--- src/rtl/gf_pkg.sv ---
// gf_pkg: shared GF(2^4) field constants, element type and scheduler state encoding
package gf_pkg;
    localparam int GF_M = 4;
    localparam logic [GF_M:0] GF_POLY = 5'b10011;
    typedef logic [GF_M-1:0] gf_elem_t;
    typedef enum logic [1:0] {IDLE, ISSUE, WAIT, RESP} state_t;
endpackage

--- src/rtl/gf_rr_arb.sv ---
// gf_rr_arb: combinational round-robin picker, first asserted req at or above ptr with wrap
module gf_rr_arb #(
    parameter int NREQ = 3,
    parameter int W = $clog2(NREQ)
) (
    input  logic [NREQ-1:0] req,
    input  logic [W-1:0]    ptr,
    output logic [W-1:0]    gnt,
    output logic            vld
);
    logic [W-1:0] j;
    always_comb begin
        gnt = '0;
        j = '0;
        vld = |req;
        // walk downward so the candidate closest to ptr is written last and wins
        for (int k = NREQ - 1; k >= 0; k--) begin
            j = W'((int'(ptr) + k) % NREQ);
            if (req[j]) gnt = j;
        end
    end
endmodule

--- src/rtl/gf_inv_sched.sv ---
// gf_inv_sched: round-robin sharing of one GF(2^M) inverter between NREQ requesters
// GF_INV_ZERO_CHK_EN: zero operands are answered with an error without starting the inverter
module gf_inv_sched
    import gf_pkg::*;
#(
    parameter int M = GF_M,
    parameter int NREQ = 3,
    parameter logic [M:0] POLY = GF_POLY,
    parameter int TIMEOUT = 16
) (
    input  logic              clock,
    input  logic              reset,
    input  logic [NREQ-1:0]   req,
    input  logic [NREQ*M-1:0] req_a,
    output logic [NREQ-1:0]   rsp_valid,
    output logic [M-1:0]      rsp_data,
    output logic              rsp_err,
    output logic              busy,
    output logic              inv_start,
    output logic [M-1:0]      inv_a,
    output logic [M:0]        inv_f,
    input  logic              inv_done,
    input  logic [M-1:0]      inv_out
);
    localparam int W = $clog2(NREQ);
    localparam int CW = $clog2(TIMEOUT);

    state_t state;
    logic [W-1:0] rr_ptr, own, gnt;
    logic [CW-1:0] cnt;
    logic gv, keep, keep_n, zf, done_ok;
    logic [M-1:0] op;

    gf_rr_arb #(.NREQ(NREQ), .W(W)) u_arb (.req(req), .ptr(rr_ptr), .gnt(gnt), .vld(gv));

    assign inv_f = POLY;
    assign op = req_a[int'(gnt)*M +: M];
    // keep tracks whether the owner has held its request since the grant
    assign keep_n = keep & req[own];
    assign done_ok = inv_done & ~zf;
`ifndef GF_INV_ZERO_CHK_EN
    assign zf = 1'b0;
`endif

    always_ff @(posedge clock or posedge reset) begin
        if (reset) begin
            state <= IDLE;
            rr_ptr <= '0;
            own <= '0;
            keep <= 1'b0;
            cnt <= '0;
            rsp_valid <= '0;
            rsp_data <= '0;
            rsp_err <= 1'b0;
            busy <= 1'b0;
            inv_start <= 1'b0;
            inv_a <= '0;
`ifdef GF_INV_ZERO_CHK_EN
            zf <= 1'b0;
`endif
        end else begin
            case (state)
                IDLE: if (gv) begin
                    state <= ISSUE;
                    own <= gnt;
                    keep <= 1'b1;
                    rr_ptr <= (gnt == W'(NREQ - 1)) ? '0 : gnt + 1'b1;
                    busy <= 1'b1;
                    inv_a <= op;
`ifdef GF_INV_ZERO_CHK_EN
                    inv_start <= |op;
`else
                    inv_start <= 1'b1;
`endif
                end
                ISSUE: begin
                    state <= WAIT;
                    inv_start <= 1'b0;
                    cnt <= '0;
                    keep <= keep_n;
`ifdef GF_INV_ZERO_CHK_EN
                    zf <= ~|inv_a;
`endif
                end
                WAIT: begin
                    keep <= keep_n;
                    if (done_ok || zf || cnt == CW'(TIMEOUT - 1)) begin
                        state <= RESP;
                        rsp_valid <= keep_n ? NREQ'(1) << own : '0;
                        rsp_data <= done_ok ? inv_out : '0;
                        rsp_err <= ~done_ok;
                    end else cnt <= cnt + 1'b1;
                end
                RESP: begin
                    state <= IDLE;
                    rsp_valid <= '0;
                    rsp_data <= '0;
                    rsp_err <= 1'b0;
                    busy <= 1'b0;
                end
            endcase
        end
    end
endmodule
--- config.mk ---
export PLATFORM = sky130hd
export DESIGN_NAME = gf_inv_sched
export DESIGN_NICKNAME = d
export VERILOG_FILES = /design/src/rtl/gf_pkg.sv /design/src/rtl/gf_rr_arb.sv /design/src/rtl/gf_inv_sched.sv
export SDC_FILE = /design/constraint.sdc
export NUM_CORES = 1
export LEC_CHECK = 0
export ABC_CLOCK_PERIOD_IN_PS = 3100
export BUFFER_PORTS_ARGS = -buffer_cell sky130_fd_sc_hd__buf_2
export CAP_MARGIN = 20
export CORE_MARGIN = 1.5
export CORE_UTILIZATION = 40
export CTS_CLUSTER_SIZE = 28
export DETAILED_ROUTE_END_ITERATION = 10
export GPL_ROUTABILITY_DRIVEN = 0
export GPL_TIMING_DRIVEN = 0
export SYNTH_ARGS = -nofsm -noshare
export SYNTH_HDL_FRONTEND = slang
export SYNTH_SLANG_ARGS = --single-unit
--- constraint.sdc ---
create_clock -name clock -period 3.1 [get_ports clock]
set_input_delay 0.465 -clock clock [delete_from_list [all_inputs] [get_ports clock]]
set_output_delay 0.465 -clock clock [all_outputs]
set_load 0.02 [all_outputs]
==> impl_results.md <==
- Status: finished, final reports clean
- Worst-Margin Slew: just over 500 ps
- Antenna cell count: 0
- Clock buffer depth: 2
- Number of max-cap violations: 0
- Mapped Cells: 158
- PD cells: between 900 and 1000 mW/mm²
- CTS sink count: 25
- Setup bufs post-CTS: 0
- Clk slew on worst S/H paths: 90 ps
- Hold_buf cts: 0
- Compound-cell area share of the yosys netlist: 0.193
- Cell Area, Placed: 0.00171 mm²
- Via count: 1,223
- CP max stage delay: 440 ps
- Max H-tree Level: 1
- Chip height: 63.6 µm
- RR Endpoint: inv_a[1]
- Synth Register Bits: 25
- CTS tree: built
- # rows: 21
- Sum Neg Setup Slack: 0 ps
- Number of synthesized flops with an enable pin: 0
- Worst reg2reg startpoint: rr_ptr[0]
- Synth Area in Adders: 0.0767
- WL/cell: 11.8 µm
- Final ANT Viol Nets: 0
- Largest family of logic cells by synthesized area: compound AO/OA/AOI/OAI gates
- Place WS: 1030 ps
- TritonCTS buffer count: 3
- Top post-synthesis cells by area: dfrtp_1, ha_1, nand2_1
- Final WS setup: 1030 ps
- CP Buf/Inv Count: 1
- Final std cells w/o fill: 247
- Resized cells post-CTS: 0
- Multiplexer area fraction after synthesis: 0.0622
- Area grow syn2layout: 21.6%
- Ys async rst share: 1.00
- Syn Area/Cell: 9.30 µm²
- Largest net degree at the start of global routing: 26
- Final HPWL DP: 2.33 mm
- Num ports: 41
- XOR/XNOR share of the synthesized area: 0.00596
- TritonRoute pass-1 iters: 4
- Total leakage power: ~0.86 nW
- Fmax: 0.483 GHz
- Number of port buffers: 35
- Yosys cell types: 35
- Minimum setup slack among reg-to-reg paths: 1030 ps
- Max IR drop VDD: roughly 0.36 mV
- WS Path Type: flop to flop
- Design area: 0.00179 mm²
- Top cell type's share of synthesized area: 0.426
- First-pass GRT wire length: 5.18 mm
- Worst path top cell family by delay: compound AO/OA/AOI/OAI gates
- Via density per instance: 4.95
- Grt total ovfl: 0
- Worst hold-check path type: input port to asynchronous set/reset pin
- Synth area leader: dfrtp_1
- Number of nets in the layout: between 200 and 250
- Initial DRC Count: 29
- Slew Limit Fails: 0
- # setup viols final: 0
- CTS Root Cell: clkbuf_8
- Setup Skew: 3.26 ps
- Total power: 1.70 mW
- Post-synthesis simple-gate area fraction: 0.163
- Mapped cell area: ~0.0015 mm²
- Routed WL: 2.91 mm
- DIE WIDTH: 63.6 µm
- Initial antenna violation count: 0
- Clk_lat worst skew: roughly 270 ps
- Number of global-route vias before repair: 1,205
- Reg2Reg Depth: 7
- Initial Util: 0.427
- Die ar.: 0.00404 mm²
- Fin crit period: 2070 ps
- Critical path launch point type: flop
- CP Cell Sequence: inv_1, ha_1, nor2b_1, o21bai_1, a21oi_1, nand2b_1, o211ai_1
- CP max FO: 7
- Filler cells: ~350
- Worst Path Required: 3250 ps
- Global-route usage over all layers: 0.160
- Primary FF master, synth: dfrtp_1
- Worst rel slew slack: 0.657
- Yosys warns: 0
- # DRC: 0
- Synth top cells by count: nand2_1, dfrtp_1, a21oi_1
- Fin. Hold Viols: 0
- Period utilization: 0.668
- Area of the core: approximately 0.0034 mm²
- Share of cells above drive strength 1: 0.269
- Critical path's slowest cell: a21oi_1
- Placed Cells: approximately 240
- Top-count cell post-synth: nand2_1
- Post-synthesis sequential area ratio: 0.426
- Setup crit end kind: flop
- RSZ-0062 raised after global routing: false
- Worst EP arrival: between 2000 and 2500 ps
## cell type report
type	count	area (µm²)	share of cell area
Buffer	9	62.6	0.0350
Clock buffer	3	41.3	0.0231
Clock inverter	1	5.00	0.00280
Inverter	10	37.5	0.0210
Multi-Input combinational cell	117	754	0.422
Sequential cell	25	626	0.350
Tap cell	46	57.6	0.0322
Timing Repair Buffer	36	203	0.113
## worst max path at each step
| stage | startpoint | to | slack (ps) | cells after the start |
|---|---|---|---|---|
| after detailed placement | rr_ptr[0] | inv_a[3] | 1030 | 7 |
| after global routing | rr_ptr[0] | rr_ptr[1] | 820 | 7 |
| after floorplan | state[0] | rsp_valid[2] | 1340 | 8 |
| final | rr_ptr[0] | inv_a[1] | 1030 | 7 |
| after global placement | rr_ptr[0] | inv_a[0] | 1080 | 7 |
| after CTS | rr_ptr[0] | inv_a[1] | 1010 | 7 |
## sequential cells by signal, indices dropped and copies added, names as in the netlist
name and count:
own 2, inv_a 4, rsp_valid 3, cnt 4, busy 1, state 2, rsp_data 4, rr_ptr 2
keep 1, rsp_err 1, inv_start 1
## kinds of logic (layout without fill, tap and decap cells)
kind of cell	count (synthesis)	after routing
compound gates	40	40
fa+ha+maj	9	9
xor+xnor	1	1
other cells	2	5
simple gates	53	53
buf+inv	19	59
mux	9	9
flops	25	25
## power breakdown
part,internal (mW),switching (mW)
Clock,0.0900,0.106
Combinational,0.373,0.561
Sequential,0.474,0.0994
## metal layers
layer	vias to the layer above	track usage	routed length (µm)
met2	36	0.276	1420
met4	0	0.0571	31
met3	4	0.0250	142
met1	559	0.202	1320
li1	624	-	-
met5	-	0	0
## stage by stage
| stage | util | hold slack [ps] |
|---|---|---|
| 5_1_grt | 0.519 | 77.1 |
| 3_3_place_gp | 0.498 | 458 |
| 3_5_place_dp | 0.498 | 465 |
| 6_report | 0.519 | 77.7 |
| 2_1_floorplan | - | 477 |
| 4_1_cts | 0.511 | 433 |
## layout by cell type (no fill, tap or decap), drive strengths merged
cell / count
nor3: 1
mux2: 1
a21oi: 11
o21ai: 11
inv: 10
conb: 5
xor2: 1
o21bai: 2
nand3: 4
a2bb2oi: 2
o21a: 1
nand2: 28
o211ai: 4
mux2i: 8
a32oi: 1
or3: 1
o22ai: 3
o311ai: 1
nand2b: 3
o31ai: 3
clkbuf: 4
nor2b: 4
nand4: 1
ha: 9
or4b: 1
dfrtp: 25
a311oi: 1
clkinv: 1
nand4b: 1
buf: 44
nor2: 9
## worst reg2reg max path, stage by stage (launching register included)
cell and delay (ps):
dfrtp_1 380, inv_1 80, ha_1 370, nor2b_1 200, o21bai_1 80, a21oi_1 440
nand2b_1 280, o211ai_1 130
(Power assumes the default switching activity.)
